==> src/rtl/vote_collector_pkg.sv <==
// Shared encodings and widths for the ballot collector in front of the 5-input majority voter.
package vote_collector_pkg;

   typedef enum logic [1:0] {
      ST_IDLE    = 2'd0,
      ST_COLLECT = 2'd1,
      ST_EVAL    = 2'd2,
      ST_DONE    = 2'd3
   } state_t;

   localparam int NUM_VOTERS = 5;
   localparam int ID_W       = 3;
   localparam int CNT_W      = 16;

endpackage

==> src/rtl/vote_collector_timer.sv <==
// Collection-window counter: clears on a new election, counts while enabled and flags the last allowed cycle.
module vote_timer #(
   parameter int TIMEOUT = 64
) (
   input  logic clk,
   input  logic reset,
   input  logic clr,
   input  logic en,
   output logic tc
);
   import vote_collector_pkg::*;

   localparam logic [CNT_W-1:0] LAST = CNT_W'(TIMEOUT - 1);

   logic [CNT_W-1:0] count_q;
   logic [CNT_W-1:0] count_d;

   // Holds at the terminal value rather than wrapping, so tc can never re-fire spuriously.
   always_comb begin
      count_d = count_q;
      if (clr) begin
         count_d = '0;
      end else if (en && (count_q != LAST)) begin
         count_d = count_q + CNT_W'(1);
      end
   end

   always_ff @(posedge clk) begin
      if (reset) begin
         count_q <= '0;
      end else begin
         count_q <= count_d;
      end
   end

   assign tc = (count_q == LAST);

endmodule

==> src/rtl/vote_collector.sv <==
// Gathers one ballot per voter, drives the external majority voter with the vote word and latches its verdict.
module vote_collector #(
   parameter int TIMEOUT    = 64,
   parameter int NUM_VOTERS = 5
) (
   input  logic                  clk,
   input  logic                  reset,
   input  logic                  start,
   input  logic                  ballot_valid,
   output logic                  ballot_ready,
   input  logic [2:0]            voter_id,
   input  logic                  ballot,
   output logic [NUM_VOTERS-1:0] vote,
   input  logic                  majority_in,
   output logic                  result_valid,
   input  logic                  result_ack,
   output logic                  decision,
   output logic [2:0]            yes_count,
   output logic                  timed_out,
   output logic                  dup_err,
   output logic                  id_err
);
   import vote_collector_pkg::*;

   if (NUM_VOTERS != 5) begin : g_bad_num_voters
      $error("vote_collector: NUM_VOTERS must be 5");
   end
   if ((TIMEOUT < 1) || (TIMEOUT > 65535)) begin : g_bad_timeout
      $error("vote_collector: TIMEOUT must be in 1..65535");
   end

   state_t                state_q, state_d;
   logic [NUM_VOTERS-1:0] vote_q, vote_d;
   logic [NUM_VOTERS-1:0] rcv_q, rcv_d;
   logic                  ready_q, ready_d;
   logic                  valid_q, valid_d;
   logic                  dec_q, dec_d;
   logic [2:0]            yes_q, yes_d;
   logic                  to_q, to_d;
   logic                  dup_q, dup_d;
   logic                  id_q, id_d;
   logic [2:0]            ones;
   logic                  timer_clr;
   logic                  timer_en;
   logic                  timer_tc;

   vote_timer #(
      .TIMEOUT (TIMEOUT)
   ) u_timer (
      .clk   (clk),
      .reset (reset),
      .clr   (timer_clr),
      .en    (timer_en),
      .tc    (timer_tc)
   );

   always_comb begin
      ones = '0;
      for (int i = 0; i < NUM_VOTERS; i++) begin
         ones = ones + 3'(vote_q[i]);
      end
   end

   always_comb begin
      state_d   = state_q;
      vote_d    = vote_q;
      rcv_d     = rcv_q;
      ready_d   = ready_q;
      valid_d   = valid_q;
      dec_d     = dec_q;
      yes_d     = yes_q;
      to_d      = to_q;
      dup_d     = dup_q;
      id_d      = id_q;
      timer_clr = 1'b0;
      timer_en  = 1'b0;

      case (state_q)
         ST_IDLE: begin
            if (start) begin
               vote_d    = '0;
               rcv_d     = '0;
               to_d      = 1'b0;
               dup_d     = 1'b0;
               id_d      = 1'b0;
               timer_clr = 1'b1;
               ready_d   = 1'b1;
               state_d   = ST_COLLECT;
            end
         end
         ST_COLLECT: begin
            timer_en = 1'b1;
            if (ballot_valid && ready_q) begin
               if (voter_id >= 3'(NUM_VOTERS)) begin
                  id_d = 1'b1;
               end else begin
                  for (int i = 0; i < NUM_VOTERS; i++) begin
                     if (voter_id == 3'(i)) begin
                        if (rcv_q[i]) begin
                           dup_d = 1'b1;
                        end else begin
                           vote_d[i] = ballot;
                           rcv_d[i]  = 1'b1;
                        end
                     end
                  end
               end
            end
            // A ballot that completes the roll on the timeout cycle still counts as a full election.
            if (&rcv_d) begin
               ready_d = 1'b0;
               state_d = ST_EVAL;
            end else if (timer_tc) begin
               to_d    = 1'b1;
               ready_d = 1'b0;
               state_d = ST_EVAL;
            end
         end
         ST_EVAL: begin
            dec_d   = majority_in;
            yes_d   = ones;
            valid_d = 1'b1;
            state_d = ST_DONE;
         end
         ST_DONE: begin
            if (result_ack) begin
               valid_d = 1'b0;
               state_d = ST_IDLE;
            end
         end
         default: begin
            state_d = ST_IDLE;
         end
      endcase
   end

   always_ff @(posedge clk) begin
      if (reset) begin
         state_q <= ST_IDLE;
         vote_q  <= '0;
         rcv_q   <= '0;
         ready_q <= 1'b0;
         valid_q <= 1'b0;
         dec_q   <= 1'b0;
         yes_q   <= '0;
         to_q    <= 1'b0;
         dup_q   <= 1'b0;
         id_q    <= 1'b0;
      end else begin
         state_q <= state_d;
         vote_q  <= vote_d;
         rcv_q   <= rcv_d;
         ready_q <= ready_d;
         valid_q <= valid_d;
         dec_q   <= dec_d;
         yes_q   <= yes_d;
         to_q    <= to_d;
         dup_q   <= dup_d;
         id_q    <= id_d;
      end
   end

   assign ballot_ready = ready_q;
   assign vote         = vote_q;
   assign result_valid = valid_q;
   assign decision     = dec_q;
   assign yes_count    = yes_q;
   assign timed_out    = to_q;
   assign dup_err      = dup_q;
   assign id_err       = id_q;

endmodule
==> config.mk <==
export PLATFORM = sky130hd
export DESIGN_NAME = vote_collector
export DESIGN_NICKNAME = d
export VERILOG_FILES = /design/src/rtl/vote_collector_pkg.sv /design/src/rtl/vote_collector_timer.sv /design/src/rtl/vote_collector.sv
export SDC_FILE = /design/constraint.sdc
export NUM_CORES = 1
export LEC_CHECK = 0
export CAP_MARGIN = 20
export CORE_ASPECT_RATIO = 0.9
export CORE_MARGIN = 3
export CORE_UTILIZATION = 55
export CTS_CLUSTER_DIAMETER = 200
export DETAILED_ROUTE_END_ITERATION = 16
export GPL_TIMING_DRIVEN = 0
export PLACE_DENSITY_LB_ADDON = 0.3
export SLEW_MARGIN = 10
export SYNTH_ARGS = -nofsm -noshare
export SYNTH_HDL_FRONTEND = slang
export SYNTH_HIERARCHICAL = 1
export SYNTH_SLANG_ARGS = --single-unit
==> constraint.sdc <==
create_clock -name clk -period 2.37 [get_ports clk]
set_input_delay 0.474 -clock clk [delete_from_list [all_inputs] [get_ports clk]]
set_output_delay 0.474 -clock clk [all_outputs]
set_load 0.01 [all_outputs]
==> results.json <==
{
  "peakVddDrop_mv": 0.5705,
  "port_buffers": 21,
  "synthTopCellsByArea": "dfxtp_1 35%, a21oi_1 4.4%, nor2_1 3.8%",
  "drt_iter0_drc": 229,
  "fin_util_pct": 71.09,
  "synth_edf_count": 0,
  "cts_buffers": 5,
  "core_um2": 3553,
  "crit_required_ps": 2590,
  "firstDrtPassIters": 4,
  "critPathLaunchType": "input port",
  "leakage_nw": 0.8540,
  "clockRootBuffer": "clkbuf_8",
  "track_usage_pct": 22.60,
  "place_ws_ps": -167.8,
  "dr_total_vias": 1894,
  "synth_area_leader_cell": "dfxtp_1",
  "ctsHoldBuffers": 0,
  "multi_input_area_um2": 1284,
  "gp_congestion": 0.8365,
  "grt_max_degree": 12,
  "dp_hpwl_um": 3441,
  "ys_types": 56,
  "regArea_um2": 740.7,
  "die_y_um": 65.26,
  "max_freq_ghz": 0.4630,
  "wl_um": 4861,
  "busiest_layer": "met2",
  "clock_latency_ps": 290,
  "viasPerCell": 6.090,
  "grt_pass1_vias": 1763,
  "die_w_um": 71.84,
  "grt_use_met3_pct": 5.199,
  "path_clk_slew_ps": 70,
  "yosysMostFrequentCell": "dfxtp_1",
  "hold_path_class": "reg -> reg",
  "p_total_mw": 1.802,
  "synth_top_area_share_pct": 34.52,
  "synth_warnings": 6,
  "clock_skew_ps": 2.569,
  "grt_pass1_wl_um": 8376,
  "crit_fanout": 7,
  "syn_to_final_growth_pct": 17.73,
  "synthesis.area_um2": 2146,
  "rsz0062_at_grt": "false",
  "worstMarginPinSlew_ps": 588.7,
  "cts_tree": "built",
  "setup_viol": 0,
  "drcViolationCount": 0,
  "final_antenna_net_count": 0,
  "critical_path_class": "in -> reg",
  "ys_seq_elements": 37,
  "routedWlPerCell_um": 15.63,
  "async_flop_share_pct": 0,
  "cp-end-kind": "flop",
  "drive_gt1_share_pct": 16.10,
  "cts_resized": 0,
  "outcome": "completed",
  "hold_viol_final": 0,
  "synth_common_cells": "37 x dfxtp_1, 22 x nor2_1, 19 x a21oi_1",
  "fin_ws_ps": 210.0,
  "grt_antenna_before_repair": 0,
  "grt.met2_usage_pct": 34.40,
  "avgSynthCellArea_um2": 8.978,
  "arrival_ps": 2380,
  "ys_seq_area_share_pct": 34.52,
  "finish.net_count": 284,
  "fillers": 285,
  "power_density_nw_per_um2": 713.3,
  "slew_headroom_pct": 60.75,
  "post-cts-setup-buffer-count": 0,
  "synth.net_count": 257,
  "clock_sinks": 37,
  "ys.flop_type": "dfxtp_1",
  "grt.met1_usage_pct": 31.82,
  "drv_cap": 0,
  "antenna_cells": 0,
  "min_period_over_period_pct": 91.14,
  "maxSlewViolCount": 0,
  "htreeDepth": 2,
  "floorplan.initialDensity_pct": 60.39,
  "holdWs_ps": 474.3,
  "rows": 20,
  "min_period_ps": 2160,
  "postSynthCellCount": 239,
  "grt_overflow": 0,
  "clockBufferDepth": 2,
  "die-area_um2": 4688,
  "pin_count": 24
}
==> flip-flops by register name (all words and copies together), names as in the netlist <==
| register | count |
|---|---|
| timed_out | 1 |
| yes_count | 3 |
| dup_err | 1 |
| vote | 5 |
| id_err | 1 |
| rcv_q | 5 |
| result_valid | 1 |
| u_timer/count_q | 16 |
| decision | 1 |
| ballot_ready | 1 |
| state_q | 2 |
==> power by group <==
group / switching (mW) / total, mW / internal (mW)
registers: 0.0433 / 0.701 / 0.658
clock network: 0.222 / 0.565 / 0.343
logic: 0.329 / 0.535 / 0.207
==> path summary, 6_finish.rpt <==
| check | from | end | slack [ps] | depth (start not counted) |
|---|---|---|---|---|
| setup / recovery | voter_id[1] | state_q[1] | 210 | 6 |
| hold / removal | id_err | id_err | 470 | 2 |
| setup reg to reg | state_q[0] | u_timer/count_q[10] | 260 | 7 |
| hold reg to reg | id_err | id_err | 470 | 2 |
==> cells by family after synthesis <==
| group | synth area share (%) |
|---|---|
| AOI/OAI and AO/OA | 17.90 |
| xor gates and xnor gates | 1.633 |
| adders and majority gates | 5.364 |
| buffers and inverters | 5.773 |
| DFF | 34.52 |
| muxes | 6.356 |
| and+or+nand+nor | 28.46 |
==> cell type report <==
| cell class | count | share of cell area, % |
|---|---|---|
| multi-input combinational | 182 | 50.82 |
| inverter | 11 | 2.179 |
| clock inverter | 1 | 1.189 |
| timing repair buffer | 21 | 8.321 |
| buffer | 8 | 2.576 |
| sequential | 37 | 29.32 |
| tap | 44 | 2.179 |
| clock buffer | 7 | 3.418 |
==> through the flow <==
step | area, um^2 | cells | TNS [ps]
global route | 2526 | 311 | 0
detailed placement | 2411 | 304 | -1604
floorplan | 2146 | 239 | 0
finish | 2526 | 311 | 0
CTS | 2527 | 312 | 0
global placement | 2411 | 304 | -1461
==> metal layers <==
layer	wire length [um]	vias to the layer above
li1	-	936
met3	216	5
met1	2417	902
met2	2185	51
met5	0	-
met4	40	0
==> layout by cell type, fill, tap and decap left out, types with 4 or more instances in the layout <==
cell | Yosys | routed
ha_1 | 6 | 6
dfxtp_1 | 37 | 37
nand2b_1 | 5 | 5
clkbuf_8 | 2 | 8
o21ai_0 | 8 | 8
o21ai_2 | 6 | 6
clkdlybuf4s50_1 | 0 | 21
nor4_1 | 4 | 4
nand4_1 | 6 | 6
or3_1 | 6 | 6
nand2_1 | 11 | 10
nor3_1 | 8 | 8
inv_1 | 10 | 10
nand3_1 | 6 | 6
nor2_1 | 22 | 22
a21oi_2 | 8 | 8
clkbuf_1 | 5 | 5
mux2i_1 | 8 | 8
a21oi_1 | 19 | 19
==> critical path, stage by stage <==
cell and delay (ps):
clkdlybuf4s50_1 620, and4b_1 310, a21oi_2 110, or3b_2 480, o21ai_2 190, mux2i_1 210
No activity file was read; power rests on OpenSTA's default activity.
